[config.mk]
export PLATFORM = sky130hd
export DESIGN_NAME = shift_unit_seq
export DESIGN_NICKNAME = d
export VERILOG_FILES = /design/src/rtl/shift_unit_seq_pkg.sv /design/src/rtl/shift_unit_seq_step.sv /design/src/rtl/shift_unit_seq.sv
export SDC_FILE = /design/constraint.sdc
export NUM_CORES = 1
export LEC_CHECK = 0
export ABC_AREA = 1
export ABC_CLOCK_PERIOD_IN_PS = 1900
export BUFFER_PORTS_ARGS = -buffer_cell sky130_fd_sc_hd__clkbuf_2
export CORE_MARGIN = 3
export CORE_UTILIZATION = 35
export DETAILED_ROUTE_END_ITERATION = 16
export PLACE_DENSITY_LB_ADDON = 0.3
export RECOVER_POWER = 25
export SKIP_LAST_GASP = 1
export SLEW_MARGIN = 0
export SYNTH_ARGS = -nofsm -noshare
export SYNTH_HDL_FRONTEND = slang
export SYNTH_SLANG_ARGS = --single-unit
[constraint.sdc]
create_clock -name clk -period 1.9 [get_ports clk]
set_input_delay 0.285 -clock clk [delete_from_list [all_inputs] [get_ports clk]]
set_output_delay 0.285 -clock clk [all_outputs]
set_load 0.1 [all_outputs]
[src/rtl/shift_unit_seq_pkg.sv]
// -----------------------------------------------------------------------------
// shift_unit_seq_pkg
//   Shared definitions for the shift/rotate unit and anything that talks to it:
//   mode codes, FSM state encoding and small mode-classification helpers.
//   Used by shift_step, shift_unit_seq and the ALU top / benches.
// -----------------------------------------------------------------------------
package shift_unit_seq_pkg;

    localparam int unsigned MODE_W = 3;

    // Operation codes carried on in_mode; 5..7 are reserved (pass-through).
    typedef enum logic [MODE_W-1:0] {
        SHIFT_LSL = 3'd0,
        SHIFT_LSR = 3'd1,
        SHIFT_ASR = 3'd2,
        SHIFT_ROL = 3'd3,
        SHIFT_ROR = 3'd4
    } shift_mode_e;

    typedef enum logic [1:0] {
        ST_IDLE  = 2'd0,
        ST_SHIFT = 2'd1,
        ST_DONE  = 2'd2
    } state_e;

    // Shifts saturate their step count at WIDTH.
    function automatic logic mode_is_shift(input logic [MODE_W-1:0] m);
        return (m == SHIFT_LSL) || (m == SHIFT_LSR) || (m == SHIFT_ASR);
    endfunction

    // Rotates use the raw shift amount (result wraps modulo WIDTH).
    function automatic logic mode_is_rotate(input logic [MODE_W-1:0] m);
        return (m == SHIFT_ROL) || (m == SHIFT_ROR);
    endfunction

endpackage

[src/rtl/shift_unit_seq_step.sv]
// -----------------------------------------------------------------------------
// shift_step
//   Combinational one-bit shift/rotate step (generalised 4-bit shifter).
//   Ports:
//     d       in   WIDTH   current operand
//     mode    in   3       operation code (shift_mode_e); reserved codes pass d
//     fill    in   1       bit entering LSB (LSL) or MSB (LSR)
//     d_next  out  WIDTH   operand after one step
//     bucket  out  1       bit leaving this step (0 for reserved codes)
// -----------------------------------------------------------------------------
module shift_step
    import shift_unit_seq_pkg::*;
#(
    parameter int WIDTH = 8
) (
    input  logic [WIDTH-1:0]  d,
    input  logic [MODE_W-1:0] mode,
    input  logic              fill,
    output logic [WIDTH-1:0]  d_next,
    output logic              bucket
);

    always_comb begin
        d_next = d;
        bucket = 1'b0;
        case (mode)
            SHIFT_LSL: begin
                d_next = {d[WIDTH-2:0], fill};
                bucket = d[WIDTH-1];
            end
            SHIFT_LSR: begin
                d_next = {fill, d[WIDTH-1:1]};
                bucket = d[0];
            end
            SHIFT_ASR: begin
                d_next = {d[WIDTH-1], d[WIDTH-1:1]};
                bucket = d[0];
            end
            SHIFT_ROL: begin
                d_next = {d[WIDTH-2:0], d[WIDTH-1]};
                bucket = d[WIDTH-1];
            end
            SHIFT_ROR: begin
                d_next = {d[0], d[WIDTH-1:1]};
                bucket = d[0];
            end
            default: begin
                d_next = d;
                bucket = 1'b0;
            end
        endcase
    end

endmodule

[src/rtl/shift_unit_seq.sv]
// -----------------------------------------------------------------------------
// shift_unit_seq
//   Handshaked shift/rotate unit. Accepts operand + amount + mode on in_*,
//   produces result, last bit shifted out (bucket) and zero flag on out_*.
//   Default build: iterative, one shift_step per clock.
//   Build option SHIFT_BARREL_EN: single-cycle cascade of shift_step stages,
//   every op completes IDLE->DONE with identical results.
//   Ports:
//     clk, rst_n            clock (rising), async active-low reset
//     in_valid / in_ready   request handshake (ready only in IDLE)
//     in_data, in_shamt     operand, shift amount
//     in_mode, in_fill      operation code, shift-in bit for LSL/LSR
//     out_valid / out_ready result handshake
//     out_data, out_bucket  result, last bit out (0 when no step)
//     out_zero              out_data == 0
//     busy                  FSM not in IDLE
// -----------------------------------------------------------------------------
module shift_unit_seq
    import shift_unit_seq_pkg::*;
#(
    parameter int WIDTH   = 8,
    parameter int SHAMT_W = 3
) (
    input  logic               clk,
    input  logic               rst_n,
    input  logic               in_valid,
    output logic               in_ready,
    input  logic [WIDTH-1:0]   in_data,
    input  logic [SHAMT_W-1:0] in_shamt,
    input  logic [2:0]         in_mode,
    input  logic               in_fill,
    output logic               out_valid,
    input  logic               out_ready,
    output logic [WIDTH-1:0]   out_data,
    output logic               out_bucket,
    output logic               out_zero,
    output logic               busy
);

    // Shift saturation point; if WIDTH exceeds the amount range it can never hit.
    localparam int unsigned SAT_INT =
        (WIDTH < (1 << SHAMT_W)) ? WIDTH : ((1 << SHAMT_W) - 1);
    localparam logic [SHAMT_W-1:0] SAT_STEPS = SHAMT_W'(SAT_INT);

    state_e             state_q,     state_d;
    logic [WIDTH-1:0]   data_q,      data_d;
    logic               bucket_q,    bucket_d;
    logic               zero_q,      zero_d;
    logic               out_valid_q, out_valid_d;
    logic               busy_q,      busy_d;
    logic               in_ready_q,  in_ready_d;

    logic [SHAMT_W-1:0] steps;
    logic               accept;

    assign accept = in_valid && in_ready_q;

    // Number of single-bit steps the request needs.
    always_comb begin
        if (mode_is_shift(in_mode)) begin
            steps = (in_shamt > SAT_STEPS) ? SAT_STEPS : in_shamt;
        end else if (mode_is_rotate(in_mode)) begin
            steps = in_shamt;
        end else begin
            steps = '0;
        end
    end

`ifdef SHIFT_BARREL_EN
    // One stage per possible step; stage i is bypassed when i >= steps so the
    // bucket of the last active stage propagates to the end.
    localparam int MAX_STEPS = (1 << SHAMT_W) - 1;

    logic [MAX_STEPS:0][WIDTH-1:0] cas_d;
    logic [MAX_STEPS:0]            cas_b;

    assign cas_d[0] = in_data;
    assign cas_b[0] = 1'b0;

    for (genvar i = 0; i < MAX_STEPS; i++) begin : g_stage
        localparam logic [SHAMT_W-1:0] IDX = SHAMT_W'(i);
        logic [WIDTH-1:0] stage_d;
        logic             stage_b;

        shift_step #(.WIDTH(WIDTH)) u_step (
            .d      (cas_d[i]),
            .mode   (in_mode),
            .fill   (in_fill),
            .d_next (stage_d),
            .bucket (stage_b)
        );

        assign cas_d[i+1] = (IDX < steps) ? stage_d : cas_d[i];
        assign cas_b[i+1] = (IDX < steps) ? stage_b : cas_b[i];
    end
`else
    logic [SHAMT_W-1:0] cnt_q,  cnt_d;
    logic [2:0]         mode_q, mode_d;
    logic               fill_q, fill_d;
    logic [WIDTH-1:0]   step_d;
    logic               step_b;

    shift_step #(.WIDTH(WIDTH)) u_step (
        .d      (data_q),
        .mode   (mode_q),
        .fill   (fill_q),
        .d_next (step_d),
        .bucket (step_b)
    );
`endif

    always_comb begin
        state_d  = state_q;
        data_d   = data_q;
        bucket_d = bucket_q;
        zero_d   = zero_q;
`ifndef SHIFT_BARREL_EN
        cnt_d    = cnt_q;
        mode_d   = mode_q;
        fill_d   = fill_q;
`endif
        case (state_q)
            ST_IDLE: begin
                if (accept) begin
`ifdef SHIFT_BARREL_EN
                    data_d   = cas_d[MAX_STEPS];
                    bucket_d = cas_b[MAX_STEPS];
                    zero_d   = (cas_d[MAX_STEPS] == '0);
                    state_d  = ST_DONE;
`else
                    data_d   = in_data;
                    mode_d   = in_mode;
                    fill_d   = in_fill;
                    cnt_d    = steps;
                    bucket_d = 1'b0;
                    zero_d   = (in_data == '0);
                    state_d  = (steps == '0) ? ST_DONE : ST_SHIFT;
`endif
                end
            end
            ST_SHIFT: begin
`ifdef SHIFT_BARREL_EN
                state_d  = ST_DONE;
`else
                data_d   = step_d;
                bucket_d = step_b;
                zero_d   = (step_d == '0);
                cnt_d    = cnt_q - SHAMT_W'(1);
                if (cnt_q == SHAMT_W'(1)) begin
                    state_d = ST_DONE;
                end
`endif
            end
            ST_DONE: begin
                if (out_ready) begin
                    state_d = ST_IDLE;
                end
            end
            default: state_d = ST_IDLE;
        endcase

        // Status outputs are registered from the next state.
        out_valid_d = (state_d == ST_DONE);
        busy_d      = (state_d != ST_IDLE);
        in_ready_d  = (state_d == ST_IDLE);
    end

    always_ff @(posedge clk or negedge rst_n) begin
        if (!rst_n) begin
            state_q     <= ST_IDLE;
            data_q      <= '0;
            bucket_q    <= 1'b0;
            zero_q      <= 1'b0;
            out_valid_q <= 1'b0;
            busy_q      <= 1'b0;
            in_ready_q  <= 1'b0;
`ifndef SHIFT_BARREL_EN
            cnt_q       <= '0;
            mode_q      <= '0;
            fill_q      <= 1'b0;
`endif
        end else begin
            state_q     <= state_d;
            data_q      <= data_d;
            bucket_q    <= bucket_d;
            zero_q      <= zero_d;
            out_valid_q <= out_valid_d;
            busy_q      <= busy_d;
            in_ready_q  <= in_ready_d;
`ifndef SHIFT_BARREL_EN
            cnt_q       <= cnt_d;
            mode_q      <= mode_d;
            fill_q      <= fill_d;
`endif
        end
    end

    assign in_ready   = in_ready_q;
    assign out_valid  = out_valid_q;
    assign out_data   = data_q;
    assign out_bucket = bucket_q;
    assign out_zero   = zero_q;
    assign busy       = busy_q;

endmodule

* After elaboration in Yosys (flattened, before gate mapping)
Cells that the tools add are included.
** Storage, ports and cells
- Logic and storage cells :: 60
- Memory bits (read-only) :: 0
- Register bits :: 22
- Bits in writable memories :: 0
- Memories kept :: 0
- Output and inout port bits :: 13
- Input bits :: 19
- Bits in latches :: 0
** Cells by class
- Shift-type cells :: 0
- Multipliers :: 0
- Mux-type cells :: 18
- Bitwise logic cells :: 0
- Eq/ne operators :: 13
- Reductions and logical operators :: 17
- $add $sub $neg :: 1
- Divide/modulo/power cells :: 0
- Order comparisons :: 1
** Operators with widths (number)
- case mux 8 bit (5 select lines) :: 1
- logical NOT 8 bit :: 2
- case mux 8 bit (2 select lines) :: 1
- equality test 3 x 2 -> 1 bit (second input constant) :: 4
- two-way mux 3 bit :: 4
- equality test 3 x 1 -> 1 bit (second input constant) :: 3
- logical NOT 3 bit :: 3
- two-way mux 2 bit :: 4
- two-way mux 8 bit :: 1
- equality test 3 bit (second input constant) :: 2
- case mux 1 bit (2 select lines) :: 3
- case mux 2 bit (3 select lines) :: 1
- case mux 3 bit (2 select lines) :: 1
- equality test 2 bit (second input constant) :: 2
- logical NOT 2 bit :: 2
- AND reduction 2 bit :: 2
- nonzero test 2 bit :: 2
- > comparator 3 bit (second input constant) :: 1
- logical OR 1 bit :: 3
- OR reduction 3 bit :: 1
- subtractor 3 x 1 -> 3 bit (second input constant) :: 1
- equality test 2 x 1 -> 1 bit (second input constant) :: 1
- two-way mux 1 bit :: 2
- inequality test 2 bit (second input constant) :: 1
- 2 further kinds :: 2

* Depth between registers and ports, before layout
- Word-level depth :: 9
- Mapped depth :: 11
- Depth with buffers taken out :: 10

* By module
Synthesis repeated with hierarchy kept, for this count alone.
** Second synthesis, totals
- Cell total of the unflattened synthesis :: 191
- Area total of the unflattened synthesis :: 1377.6 µm²
** Modules (own cells, without submodules)
- shift_unit_seq :: cells an instance 127, seq. area each 550.5 µm², instances 1, area an instance 1077.3 µm²
- shift_step :: cells an instance 64, seq. area each 0.0 µm², instances 1, area an instance 300.3 µm²

* Worst setup path after synthesis
OpenSTA, ideal clock, no wires.
- Kind :: register to register
- Start :: register in_ready_q, in the netlist in_ready
- End :: register in_ready_q, in the netlist in_ready
- Path slack :: 0.018 ns
- Required time :: 1.760 ns
- Stages on the path, launching flop included :: 7
- Path buffers :: 1
- Arrival time :: 1.741 ns
- Clock period less this slack :: 1.882 ns
- Setup time :: 0.140 ns
- Cell sequence :: dfrtp_1 > nand4_1 > inv_1 > clkbuf_1 > nand2_1 > o311ai_0 > nor2_1
** On the way
- Word-level cells in the longest chain between the ends :: 4
** Ends and longest elaborated chain
- from (decl) :: RTL line shift_unit_seq.sv:51 : logic in_ready_q, in_ready_d;
- from (signal assigned) :: RTL line shift_unit_seq.sv:189 : in_ready_q <= in_ready_d;
- logical AND 1 bit :: RTL line shift_unit_seq.sv:56 : assign accept = in_valid && in_ready_q;
- two-way mux 2 bit :: RTL line shift_unit_seq.sv:124 : if (accept) begin
- case mux 2 bit (3 select lines) :: RTL line shift_unit_seq.sv:122 : case (state_q)
- net state_d[1] :: RTL line shift_unit_seq.sv:45 : state_e state_q, state_d;
- logical NOT 2 bit :: RTL line shift_unit_seq.sv:165 : in_ready_d = (state_d == ST_IDLE);
- net in_ready_d :: RTL line shift_unit_seq.sv:51
The timed path passes the listed nets, and every way through them passes these cells.
A chain may end at the register's enable or synchronous reset.

* Worst setup path after layout
- Start :: register mode_q[2]
- End :: register zero_q, in the netlist out_zero
** On the way
- Word-level cells in the longest chain between the ends :: 4
- Elaborated cells on any way between the ends :: 8
- Those cells by class :: eq/ne (4); mux (2); reduce/logical (2)
** Ends and longest elaborated chain
- from (decl) :: RTL line shift_unit_seq.sv:98 : logic [2:0] mode_q, mode_d;
- from (signal assigned) :: RTL line shift_unit_seq.sv:192 : mode_q <= mode_d;
- equality test 3 bit, or another cell as far along :: RTL line shift_unit_seq_step.sv:26 : case (mode)
- case mux 8 bit (5 select lines) (*) :: RTL line shift_unit_seq_step.sv:26
- logical NOT 8 bit (*) :: RTL line shift_unit_seq.sv:147 : zero_d = (step_d == '0);
- case mux 1 bit (2 select lines) (*) :: RTL line shift_unit_seq.sv:122
- to (signal assigned) :: RTL line shift_unit_seq.sv:186 : zero_q <= zero_d;
- to (decl) :: RTL line shift_unit_seq.sv:48 : logic zero_q, zero_d;
Mark *: on every way between the ends. The rest lies on a longest branch, timed or not.

==> impl_results.md <==
- Post-layout min period: 1.70 ns
- Final count of negative-setup-slack endpoints: 0
- Via count: 1427
- Starting Density: 36.8%
- Initial DRT Pass Iterations: 4
- Synth Cell Area: 1360 µm²
- I/O Buffers: 31
- Register area share after synthesis: 40.5%
- Die Ht: 68.3 µm
- Synth top area cells: dfrtp_1, nand2_1, nand3_1, nand4_1, nor2_1
- Max cap viols: 0
- # diodes: 0
- Die area: 4670 µm²
- Critical path origin: mode_q[2]
- Worst Setup Path Type: reg2reg
- Vias per cell: 5.10
- GRT Util Overall: 16.7%
- Post-synth EDFFs: 0
- Vias in the first global route: 1327
- ANT nets after route: 0
- Global route overflow: 0
- Nets: 254
- Setup TNS: 0 ns
- Core Box Area: 3690 µm²
- First-pass GRT wire length: 5940 µm
- Met3 GRT Util: 2.46%
- R2R depth: 8
- Worst setup SP type: register
- Hold Crit Class: in2reg
- Post-synthesis async set-or-reset flop share: 100%
- Number of remaining DRC errors: 0
- Worst-path maximum fanout: 17
- Largest net degree at the start of global routing: 23
- Post-synthesis cell count: 196
- Final core utilization: 44.9%
- Max clock buf depth: 2
- DPL Wire Length: 2710 µm
- Grt met1 use: 23.6%
- Global route hottest layer: met2
- Synth-to-Final Area Change: 21.8%
- Slew @ Worst Pin: 1.18 ns
- WP data required: 2.09 ns
- CTS Buf Count: 3
- Root buffer cell: clkbuf_8
- RR Endpoint: out_zero
- Highest clock rate: 589 MHz
- Share of layout cells above drive strength 1: 19.8%
- Worst reg-to-reg setup slack: 0.20 ns
- Clock skew: 0.00270 ns
- Worst-Skew Late Latency: 0.26 ns
- Gpl congestion: 0.868
- H-tree levels: 1
- Warnings from Yosys: 0
- Met2 usage: 26.1%
- Iter 0 DRT Violations: 149
- Top FF cell, synth: dfrtp_1
- Setup crit end: out_zero
- Yosys reg bits: 22
- Top Ports: 32
- Slew HR: 21.6%
- Routed len/inst: 12.3 µm
- Final wirelength: 3430 µm
- Yosys top cell area share: 40.5%
- TritonCTS Sinks: 22
- Synth area leader: dfrtp_1
- Core Rows: 22
- RSZ-0062 raised after global routing: no
- Commonest non-fill, non-tap cell in the layout: nand2_1
- CTS tree: built
- Clock-pin slew on the worst setup and hold paths: 0.08 ns
- Final instance area: 1660 µm²
- Final hold violation count: 0
- Crit path DAT: 1.89 ns
- Max Slew Vio Count: 0
- Syn Nets: 217
- Reg2Reg Launch Point: mode_q[2]
- Outcome: finished clean
- Unique masters post-synth: 24
- Post-synthesis area per instance: 6.93 µm²
- Hold_buf cts: 0
- Die Span X: 68.3 µm
- Most frequent cells in the layout: nand2_1, clkbuf_2, dfrtp_1
- Worst Setup End Kind: register
- Antenna violations before repair: 0
- Final period util: 89.4%
- Placed Instance Area: 1600 µm²
[cell usage after synthesis, drive strengths merged, types with 2 or more instances]
master / instances
o311ai: 2
nand2: 61
buf: 4
clkbuf: 3
ha: 2
a21oi: 5
inv: 20
o21ai: 12
nand3: 18
nor2: 23
o211ai: 3
dfrtp: 22
nor4: 2
nand4: 13
[stage by stage]
step / worst slack [ns] / hold WS (ns) / std cells
final: 0.202 / 0.226 / 280
after global routing: 0.0164 / 0.264 / 280
after CTS: 0.199 / 0.00934 / 280
after detailed placement: 0.213 / 0.296 / 276
after global placement: 0.244 / 0.297 / 276
after floorplan: 0.0182 / -0.0106 / 196
[worst min-delay path by stage]
stage          cells past startpoint        from           to
3_3_place_gp                       1       rst_n   out_bucket
3_5_place_dp                       1       rst_n   out_bucket
4_1_cts                            1       rst_n   out_bucket
2_1_floorplan                      0       rst_n         busy
6_report                           3     in_fill       fill_q
5_1_grt                            3  in_data[5]  out_data[5]
[layout make-up]
type / count / area, µm²
inverters: 21 / 78.8
well taps: 48 / 60.1
fillers: 399 / 2030
flip-flops and latches: 22 / 551
repair buffers: 39 / 214
clock buffers: 4 / 55.1
multi-input cells: 146 / 697
[critical path, stage by stage, from the launching register on]
cell,delay [ns]
dfrtp_1,0.48
inv_2,0.18
nor2_2,0.30
inv_2,0.08
o21ai_0,0.25
nand3_1,0.11
nor2_1,0.10
nor2_1,0.05
nor2_1,0.09
[layer usage]
metal	vias up	part of all wire, %
li1	729	-
met1	641	47
met2	52	44
met3	5	7.1
met4	0	1.1
met5	-	0
[logic make-up after synthesis]
| kind of cell | after synthesis | share of synthesized area (%) |
|---|---|---|
| and+or+nand+nor | 117 | 37.1 |
| DFF | 22 | 40.5 |
| adders and majority gates | 2 | 1.84 |
| AOI/OAI and AO/OA | 27 | 12.0 |
| buffers and inverters | 28 | 8.56 |
[flip-flops by register name (all words and copies together), names as in the netlist]
| register | count |
|---|---|
| out_data | 8 |
| cnt_q | 3 |
| mode_q | 3 |
| state_q | 2 |
| busy | 1 |
| fill_q | 1 |
| in_ready | 1 |
| out_bucket | 1 |
| out_valid | 1 |
| out_zero | 1 |
[what timing repair did]
| action | CTS | global route |
|---|---|---|
| resized for setup | 0 | 1 |
| buffers inserted | 0 | 0 |
| setup endpoints to repair | 0 | 1 |
Power is left out: the tool's default activity adds up to more than one toggle a clock period on the data nets, which glitch-free logic cannot reach.
